==> config.mk <==
export PLATFORM = sky130hd
export DESIGN_NAME = hazard_ctrl_flat
export DESIGN_NICKNAME = d
export VERILOG_FILES = /design/src/rtl/hazard_ctrl_if.sv /design/src/rtl/hazard_ctrl.sv /design/src/flat_wrapper.sv
export SDC_FILE = /design/constraint.sdc
export NUM_CORES = 1
export LEC_CHECK = 0
export CORE_MARGIN = 3
export CORE_UTILIZATION = 50
export CTS_BUF_LIST = sky130_fd_sc_hd__clkbuf_16
export DETAILED_ROUTE_END_ITERATION = 10
export PLACE_DENSITY = 0.78
export SYNTH_ARGS = -nofsm -noshare
export SYNTH_HDL_FRONTEND = slang
export SYNTH_SLANG_ARGS = --single-unit
==> constraint.sdc <==
create_clock -name clk -period 2.6 [get_ports clk]
set_input_delay 0.52 -clock clk [delete_from_list [all_inputs] [get_ports clk]]
set_output_delay 0.52 -clock clk [all_outputs]
set_load 0.02 [all_outputs]
==> src/rtl/hazard_ctrl_if.sv <==
// rtl/hazard_ctrl_if.sv - decode/execute hazard signals between the pipeline and hazard_ctrl
interface hazard_ctrl_if #(
  parameter int CNTW = 16
);
  logic [3:0]      RA1D;
  logic [3:0]      RA2D;
  logic [3:0]      WA3D;
  logic            RegWriteD;
  logic            MemtoRegD;
  logic            PCSrcD;
  logic            BranchTakenE;
  logic [1:0]      ForwardAE;
  logic [1:0]      ForwardBE;
  logic            StallF;
  logic            StallD;
  logic            FlushD;
  logic            FlushE;
  logic [CNTW-1:0] stall_cnt;
  logic [CNTW-1:0] flush_cnt;

  modport master (
    output RA1D, RA2D, WA3D, RegWriteD, MemtoRegD, PCSrcD, BranchTakenE,
    input  ForwardAE, ForwardBE, StallF, StallD, FlushD, FlushE, stall_cnt, flush_cnt
  );

  modport slave (
    input  RA1D, RA2D, WA3D, RegWriteD, MemtoRegD, PCSrcD, BranchTakenE,
    output ForwardAE, ForwardBE, StallF, StallD, FlushD, FlushE, stall_cnt, flush_cnt
  );
endinterface

==> src/rtl/hazard_ctrl.sv <==
// rtl/hazard_ctrl.sv - pipeline hazard control: forwarding, load-use/PC-write stalls, flushes, perf counters
module hazard_ctrl #(
  parameter int CNTW = 16
) (
  input  logic         clk,
  input  logic         reset,
  hazard_ctrl_if.slave hz
);

  logic [3:0]      ra1e, ra2e, wa3e;
  logic            regwritee, memtorege, pcsrce;
  logic [3:0]      wa3m;
  logic            regwritem, pcsrcm;
  logic [3:0]      wa3w;
  logic            regwritew, pcsrcw;
  logic            ldrstall;
  logic            pcwrpend;
  logic            flush_e_int;
  logic [CNTW-1:0] stall_cnt_q;
  logic [CNTW-1:0] flush_cnt_q;

  // R15 reads come from the PC+8 path, so they never take a forwarded value.
  function automatic logic [1:0] fwd_sel(
    input logic [3:0] ra,
    input logic [3:0] wm,
    input logic       rwm,
    input logic [3:0] ww,
    input logic       rww
  );
    if (ra == 4'd15)
      return 2'b00;
    else if (rwm && (wm == ra))
      return 2'b10;
    else if (rww && (ww == ra))
      return 2'b01;
    else
      return 2'b00;
  endfunction

  assign ldrstall    = memtorege & regwritee & ((wa3e == hz.RA1D) | (wa3e == hz.RA2D));
  assign pcwrpend    = hz.PCSrcD | pcsrce | pcsrcm;
  assign flush_e_int = ldrstall | hz.BranchTakenE;

  always_ff @(posedge clk) begin
    if (reset) begin
      ra1e      <= 4'd0;
      ra2e      <= 4'd0;
      wa3e      <= 4'd0;
      regwritee <= 1'b0;
      memtorege <= 1'b0;
      pcsrce    <= 1'b0;
      wa3m      <= 4'd0;
      regwritem <= 1'b0;
      pcsrcm    <= 1'b0;
      wa3w      <= 4'd0;
      regwritew <= 1'b0;
      pcsrcw    <= 1'b0;
    end else begin
      if (flush_e_int) begin
        ra1e      <= 4'd0;
        ra2e      <= 4'd0;
        wa3e      <= 4'd0;
        regwritee <= 1'b0;
        memtorege <= 1'b0;
        pcsrce    <= 1'b0;
      end else begin
        ra1e      <= hz.RA1D;
        ra2e      <= hz.RA2D;
        wa3e      <= hz.WA3D;
        regwritee <= hz.RegWriteD;
        memtorege <= hz.MemtoRegD;
        pcsrce    <= hz.PCSrcD;
      end
      wa3m      <= wa3e;
      regwritem <= regwritee;
      pcsrcm    <= pcsrce;
      wa3w      <= wa3m;
      regwritew <= regwritem;
      pcsrcw    <= pcsrcm;
    end
  end

  // While in reset both pipeline registers are forced to bubbles.
  always_comb begin
    hz.ForwardAE = 2'b00;
    hz.ForwardBE = 2'b00;
    hz.StallF    = 1'b0;
    hz.StallD    = 1'b0;
    hz.FlushD    = 1'b1;
    hz.FlushE    = 1'b1;
    if (!reset) begin
      hz.ForwardAE = fwd_sel(ra1e, wa3m, regwritem, wa3w, regwritew);
      hz.ForwardBE = fwd_sel(ra2e, wa3m, regwritem, wa3w, regwritew);
      hz.StallD    = ldrstall;
      hz.StallF    = ldrstall | pcwrpend;
      hz.FlushE    = flush_e_int;
      hz.FlushD    = pcwrpend | pcsrcw | hz.BranchTakenE;
    end
  end

  always_ff @(posedge clk) begin
    if (reset) begin
      stall_cnt_q <= '0;
      flush_cnt_q <= '0;
    end else begin
      if (ldrstall && (stall_cnt_q != {CNTW{1'b1}}))
        stall_cnt_q <= stall_cnt_q + 1'b1;
      if (flush_e_int && (flush_cnt_q != {CNTW{1'b1}}))
        flush_cnt_q <= flush_cnt_q + 1'b1;
    end
  end

  assign hz.stall_cnt = stall_cnt_q;
  assign hz.flush_cnt = flush_cnt_q;

endmodule
==> src/flat_wrapper.sv <==
// flat-port wrapper written by rule: the top's interface ports become plain ports
module hazard_ctrl_flat 
#(
  parameter int CNTW = 16
)
  (clk, reset, hz_RA1D, hz_RA2D, hz_WA3D, hz_RegWriteD, hz_MemtoRegD, hz_PCSrcD, hz_BranchTakenE, hz_ForwardAE, hz_ForwardBE, hz_StallF, hz_StallD, hz_FlushD, hz_FlushE, hz_stall_cnt, hz_flush_cnt);
  hazard_ctrl_if #(.CNTW(CNTW)) hz_i ();
  input  logic clk;
  input  logic reset;
  input wire logic [$bits(hz_i.RA1D)-1:0] hz_RA1D;
  input wire logic [$bits(hz_i.RA2D)-1:0] hz_RA2D;
  input wire logic [$bits(hz_i.WA3D)-1:0] hz_WA3D;
  input wire logic [$bits(hz_i.RegWriteD)-1:0] hz_RegWriteD;
  input wire logic [$bits(hz_i.MemtoRegD)-1:0] hz_MemtoRegD;
  input wire logic [$bits(hz_i.PCSrcD)-1:0] hz_PCSrcD;
  input wire logic [$bits(hz_i.BranchTakenE)-1:0] hz_BranchTakenE;
  output wire logic [$bits(hz_i.ForwardAE)-1:0] hz_ForwardAE;
  output wire logic [$bits(hz_i.ForwardBE)-1:0] hz_ForwardBE;
  output wire logic [$bits(hz_i.StallF)-1:0] hz_StallF;
  output wire logic [$bits(hz_i.StallD)-1:0] hz_StallD;
  output wire logic [$bits(hz_i.FlushD)-1:0] hz_FlushD;
  output wire logic [$bits(hz_i.FlushE)-1:0] hz_FlushE;
  output wire logic [$bits(hz_i.stall_cnt)-1:0] hz_stall_cnt;
  output wire logic [$bits(hz_i.flush_cnt)-1:0] hz_flush_cnt;
  assign hz_i.RA1D = hz_RA1D;
  assign hz_i.RA2D = hz_RA2D;
  assign hz_i.WA3D = hz_WA3D;
  assign hz_i.RegWriteD = hz_RegWriteD;
  assign hz_i.MemtoRegD = hz_MemtoRegD;
  assign hz_i.PCSrcD = hz_PCSrcD;
  assign hz_i.BranchTakenE = hz_BranchTakenE;
  assign hz_ForwardAE = hz_i.ForwardAE;
  assign hz_ForwardBE = hz_i.ForwardBE;
  assign hz_StallF = hz_i.StallF;
  assign hz_StallD = hz_i.StallD;
  assign hz_FlushD = hz_i.FlushD;
  assign hz_FlushE = hz_i.FlushE;
  assign hz_stall_cnt = hz_i.stall_cnt;
  assign hz_flush_cnt = hz_i.flush_cnt;
  hazard_ctrl #(.CNTW(CNTW)) u_core (.clk(clk), .reset(reset), .hz(hz_i));
endmodule
==> impl_metrics.env, run 1 <==
export IMPL_status="finished, final reports clean"
export IMPL_power_density_cell_area_nw_per_um2=639
export IMPL_core_area_um2=4850
export IMPL_portBuffers=57
export IMPL_slowest_stage="clkdlybuf4s50_1"
export IMPL_period_share=0.956
export IMPL_cts_clk_slew_worst_paths_ns=0.05
export IMPL_fp_dieH_um=77.9
export IMPL_vdd_drop_max_v=0.000532
export IMPL_startpoint_type="input pin"
export IMPL_worst_path_max_fanout=3
export IMPL_required_ns=2.08
export IMPL_maxSlewHeadroom=0.667
export IMPL_drt_pass1_iterations=4
export IMPL_synth_seq_cells=59
export IMPL_initial_core_util=0.533
export IMPL_cts_max_level=3
export IMPL_grt_pass1_wl_um=10700
export IMPL_hold_path_class="reg -> reg"
export IMPL_grt_usage=0.221
export IMPL_maxCapViolCount=0
export IMPL_place_congestion=0.834
export IMPL_routed_via_count=2276
export IMPL_timing_hold_ws_ns=0.475
export IMPL_critPathLaunch="hz_RA2D[2]"
export IMPL_antenna_found_initial=0
export IMPL_holdBufCountCts=0
export IMPL_path_cells="clkdlybuf4s50_1 -> xnor2_1 -> nand4_1 -> a21oi_2 -> buf_4 -> nor2b_1 -> nor2_1 -> buf_2"
export IMPL_cts_sinks=59
export IMPL_fin_area_um2=3580
export IMPL_placed_area_um2=3260
export IMPL_crit_path_end_kind="primary output"
export IMPL_slew_viol_final=0
export IMPL_cts_made_buffers=9
export IMPL_reg2reg_setup_slack_ns=0.46
export IMPL_viasPerCell=5.39
export IMPL_worst_pin_slew_ns=0.492
export IMPL_endpoint="hz_StallF"
export IMPL_netlist_area_um2=2590
export IMPL_place_ws_ns=-0.251
export IMPL_setup_viol=0
export IMPL_yosysWarnings=0
export IMPL_path_buf_inv=3
export IMPL_drc=0
export IMPL_cp_num_cells=8
export IMPL_cts_tree="yes"
export IMPL_ys_types=34
export IMPL_cts_max_path_buffers=2
export IMPL_grt_max_degree=22
export IMPL_antenna_cells=0
export IMPL_clk_latency_ns=0.32
export IMPL_fmax_mhz=402
export IMPL_drive_above_1_share=0.0845
export IMPL_final_setup_skew_ns=0.00505
export IMPL_rows=25
export IMPL_arrival_ns=1.97
export IMPL_nets=370
export IMPL_period_minus_slack_ns=2.49
export IMPL_final_core_util=0.739
export IMPL_dpl_hpwl_um=4110
export IMPL_most_common_layout_cells="59 x dfxtp_1, 52 x clkdlybuf4s50_1, 30 x xor2_1"
export IMPL_hold_viol=0
export IMPL_r2r_start="u_core.wa3e[2]"
export IMPL_totalWireLength_um=6110
export IMPL_fp_dieArea_um2=6070
export IMPL_crit_reg2reg_capture="u_core.hz.flush_cnt[5]"
export IMPL_grt_setup_unrepaired="yes"
export IMPL_clockRootBuffer="clkbuf_16"
export IMPL_syn2layout_area_growth_pct=38.6
export IMPL_critPathTopFamily="buffers and inverters"
export IMPL_fp_dieW_um=77.9
export IMPL_worst_r2r_path_depth=8
export IMPL_overflow=0
export IMPL_yosysSeqAreaShare=0.457
export IMPL_syn_inst=282
export IMPL_ios=58
export IMPL_p_leak_nw=1.41
export IMPL_wl_per_cell_um=14.5
export IMPL_postRouteAntennaNets=0
export IMPL_layout_commonest_cell="dfxtp_1"
export IMPL_cpPeakStageDelay_ns=0.52
export IMPL_syn_nets=302
export IMPL_grt_pass1_vias=2273
export IMPL_syn_mean_instance_area_um2=9.17
export IMPL_fin_ws_ns=0.115
export IMPL_first_iter_violations=112
export IMPL_path_class="in -> out"
==> area by class of cell <==
cell class / count / area, µm²
inverters: 2 / 7.51
repair buffers: 67 / 636
flip-flops and latches: 59 / 1180
fillers: 344 / 1260
clock buffers: 9 / 225
well taps: 67 / 83.8
clock inverters: 7 / 83.8
multi-input cells: 211 / 1370
==> sequential cells by signal (all words and copies together), names as in the netlist, 4 cells and up <==
register and count:
u_core.hz.flush_cnt 16, u_core.wa3w 4, u_core.ra1e 4, u_core.ra2e 4
u_core.wa3m 4, u_core.wa3e 4, u_core.hz.stall_cnt 16
==> worst register-to-register path: stages (launching register included) <==
cell and delay (ns):
dfxtp_1 0.35, xnor2_1 0.23, nand4_1 0.14, a21oi_2 0.16
buf_4 0.15, buf_6 0.19, o21ai_4 0.16, or4_1 0.52
a21oi_1 0.17
==> cells by family after synthesis <==
family | Yosys count | share of synthesized area
AOI/OAI and AO/OA | 34 | 0.0842
xor gates and xnor gates | 40 | 0.135
DFF | 59 | 0.457
adders and majority gates | 2 | 0.00967
and+or+nand+nor | 134 | 0.289
buffers and inverters | 12 | 0.0208
muxes | 1 | 0.00387
==> metal layers <==
metal	global-route usage	wire length, µm
met1	0.296	2920
met2	0.338	2870
met3	0.0534	262
met4	0.0944	59
met5	0	0
==> worst min path at each step <==
stage	end	startpoint	cells after the start	slack, ns
floorplan	u_core.regwritem	u_core.regwritee	1	0.44
global placement	u_core.pcsrcm	u_core.pcsrce	1	0.45
detailed placement	u_core.pcsrcm	u_core.pcsrce	1	0.46
CTS	u_core.pcsrcm	u_core.pcsrce	1	0.47
global route	u_core.regwritem	u_core.regwritee	1	0.48
finish	u_core.pcsrcm	u_core.pcsrce	1	0.48
==> cells in the mapped netlist <==
cell	count	area [µm²]
dfxtp_1	59	1180
xor2_1	30	263
nor2_1	23	86.3
nand3_1	20	100
and2_1	16	100
nor2b_1	16	100
nand4_1	12	75.1
a21oi_1	11	55.1
nand2_1	10	37.5
xnor2_1	10	87.6
and3_1	9	56.3
clkbuf_1	8	30.0
o21ai_0	8	40.0
nor3_1	6	30.0
or4_1	6	45.0
and4_1	5	43.8
o31ai_1	5	37.5
or3_1	5	31.3
a41o_1	2	20.0
ha_1	2	25.0
inv_1	2	7.51
nand2b_1	2	12.5
nor4_1	2	12.5
o2111ai_1	2	17.5
o211ai_1	2	15.0
a21oi_2	1	8.76
a31oi_1	1	6.26
a41oi_1	1	8.76
and2_0	1	6.26
buf_2	1	5.00
buf_6	1	11.3
mux2i_1	1	10.0
nand3b_2	1	11.3
o21ai_2	1	8.76
==> stage by stage <==
stage / std cells / total power (W) / setup TNS (ns)
2_1_floorplan: 282 / 0.00102 / 0
3_3_place_gp: 405 / 0.00108 / -1.55
3_5_place_dp: 405 / 0.00109 / -1.86
4_1_cts: 422 / 0.00230 / 0
5_1_grt: 422 / 0.00236 / -0.0472
6_report: 422 / 0.00229 / 0
==> report_power, final <==
group | internal (W) | total [W] | switching [W]
logic | 0.0000680 | 0.000126 | 0.0000582
registers | 0.000923 | 0.000945 | 0.0000222
clock network | 0.000825 | 0.00122 | 0.000393
==> repair_timing <==
action	CTS	global route
resized for setup	7	6
endpoints found under the setup margin	3	10
buffers inserted	1	0
pin swaps	1	1
Note: power is estimated with default switching activity, not from simulation.
==> run 2, diff against run 1 <==
REMOVE_ABC_BUFFERS = 1   (was default)
==> impl_metrics.env, run 2 (synthesis results as in run 1) <==
export IMPL_maxCapViolCount=0
export IMPL_hold_viol=0
export IMPL_tns_ns=0
export IMPL_crit_reg2reg_capture="u_core.hz.flush_cnt[13]"
export IMPL_rows=25
export IMPL_maxSlewHeadroom=0.592
export IMPL_cts_tree="yes"
export IMPL_final_setup_skew_ns=0.00584
export IMPL_grt_setup_unrepaired="no"
export IMPL_grt_pass1_wl_um=9960
export IMPL_required_ns=2.08
export IMPL_clockRootBuffer="clkbuf_16"
export IMPL_core_area_um2=4850
export IMPL_grt_usage=0.206
export IMPL_antenna_cells=0
export IMPL_cts_sinks=59
export IMPL_setup_viol=0
export IMPL_worst_pin_slew_ns=0.612
export IMPL_totalWireLength_um=5870
export IMPL_place_ws_ns=-0.283
export IMPL_cts_max_path_buffers=2
export IMPL_cts_made_buffers=9
export IMPL_hp_start="u_core.pcsrcm"
export IMPL_crit_path_end_kind="primary output"
export IMPL_vdd_drop_max_v=0.000341
export IMPL_grt_pass1_vias=2203
export IMPL_clk_latency_ns=0.32
export IMPL_hold_path_class="reg -> reg"
export IMPL_routed_via_count=2313
export IMPL_most_common_layout_cells="59 x dfxtp_1, 53 x clkdlybuf4s50_1, 30 x xor2_1"
export IMPL_portBuffers=57
export IMPL_status="finished, final reports clean"
export IMPL_first_iter_violations=114
export IMPL_worst_r2r_path_depth=8
export IMPL_startpoint_type="input pin"
export IMPL_reg2reg_setup_slack_ns=0.52
export IMPL_fp_dieW_um=77.9
export IMPL_cts_clk_slew_worst_paths_ns=0.05
export IMPL_ios=58
export IMPL_hold_path_endpoint="u_core.pcsrcw"
export IMPL_nets=371
export IMPL_drt_pass1_iterations=4
export IMPL_path_class="in -> out"
export IMPL_grt_max_degree=32
export IMPL_layout_commonest_cell="dfxtp_1"
export IMPL_period_share=0.947
export IMPL_r2r_start="u_core.wa3e[0]"
export IMPL_cts_max_level=3
export IMPL_worst_path_max_fanout=5
export IMPL_holdBufCountCts=0
export IMPL_drive_above_1_share=0.0927
export IMPL_hold_depth=1
export IMPL_period_minus_slack_ns=2.46
export IMPL_dpl_hpwl_um=4170
export IMPL_postRouteAntennaNets=0
export IMPL_fmax_mhz=406
export IMPL_viasPerCell=5.47
export IMPL_arrival_ns=1.94
export IMPL_fp_dieArea_um2=6070
export IMPL_p_leak_nw=1.39
export IMPL_slew_viol_final=0
export IMPL_power_density_cell_area_nw_per_um2=612
export IMPL_fin_ws_ns=0.138
export IMPL_initial_core_util=0.533
export IMPL_drc=0
export IMPL_n_fill_cell=359
export IMPL_antenna_found_initial=0
export IMPL_overflow=0
export IMPL_fp_dieH_um=77.9
export IMPL_syn2layout_area_growth_pct=37.3
export IMPL_wl_per_cell_um=13.9
export IMPL_place_congestion=0.843
run 2: area by class of cell:
cell class              count  area [µm²]  area share
inverters                   2        7.51     0.00211
well taps                  67        83.8      0.0236
clock inverters             7        60.1      0.0169
clock buffers               9         225      0.0634
repair buffers             68         633       0.178
multi-input cells         211        1360       0.383
flip-flops and latches     59        1180       0.333
run 2: critical path, stage by stage:
cell	delay, ns
clkdlybuf4s50_1	0.49
xnor2_1	0.13
nand4_1	0.15
a21oi_2	0.18
buf_4	0.16
nor2b_1	0.13
clkbuf_2	0.17
run 2: through the flow:
| step | instance area [µm²] | util | std cells | total power, W | hold WS (ns) |
|---|---|---|---|---|---|
| after floorplan | 2540 | - | 272 | 0.00101 | 0.438 |
| after detailed placement | 3270 | 0.675 | 407 | 0.00109 | 0.464 |
| after global routing | 3550 | 0.732 | 423 | 0.00225 | 0.480 |
| final | 3550 | 0.732 | 423 | 0.00217 | 0.471 |
| after global placement | 3270 | 0.675 | 407 | 0.00108 | 0.446 |
| after CTS | 3560 | 0.734 | 423 | 0.00219 | 0.474 |
run 2: timing repair:
action / in CTS / in global routing
endpoints found under the setup margin: 3 / 3
gates resized for setup: 6 / 5
buffers inserted: 0 / 0
run 2: worst max path at each step:
stage	from	to	slack [ns]	cells past startpoint
floorplan	hz_RA1D[1]	hz_FlushE	0.22	5
global placement	hz_RA2D[2]	hz_StallD	-0.29	7
detailed placement	hz_RA2D[3]	hz_StallF	-0.28	8
CTS	hz_RA2D[3]	hz_StallD	0.006	7
global route	hz_RA2D[2]	hz_StallF	0.002	8
finish	hz_RA2D[0]	hz_StallD	0.14	7
run 2: per-layer routing:
metal,up-vias,track usage,wire [µm]
met5,-,0,0
met4,0,0.0787,96
met3,15,0.0568,284
met2,68,0.335,2900
met1,1097,0.258,2590
li1,1133,-,-
run 2: report_power, final:
group	switching, W	internal, W	total, W
combinational	0.0000596	0.0000665	0.000126
clock	0.000376	0.000726	0.00110
sequential	0.0000206	0.000923	0.000944
total	0.000456	0.00172	0.00217
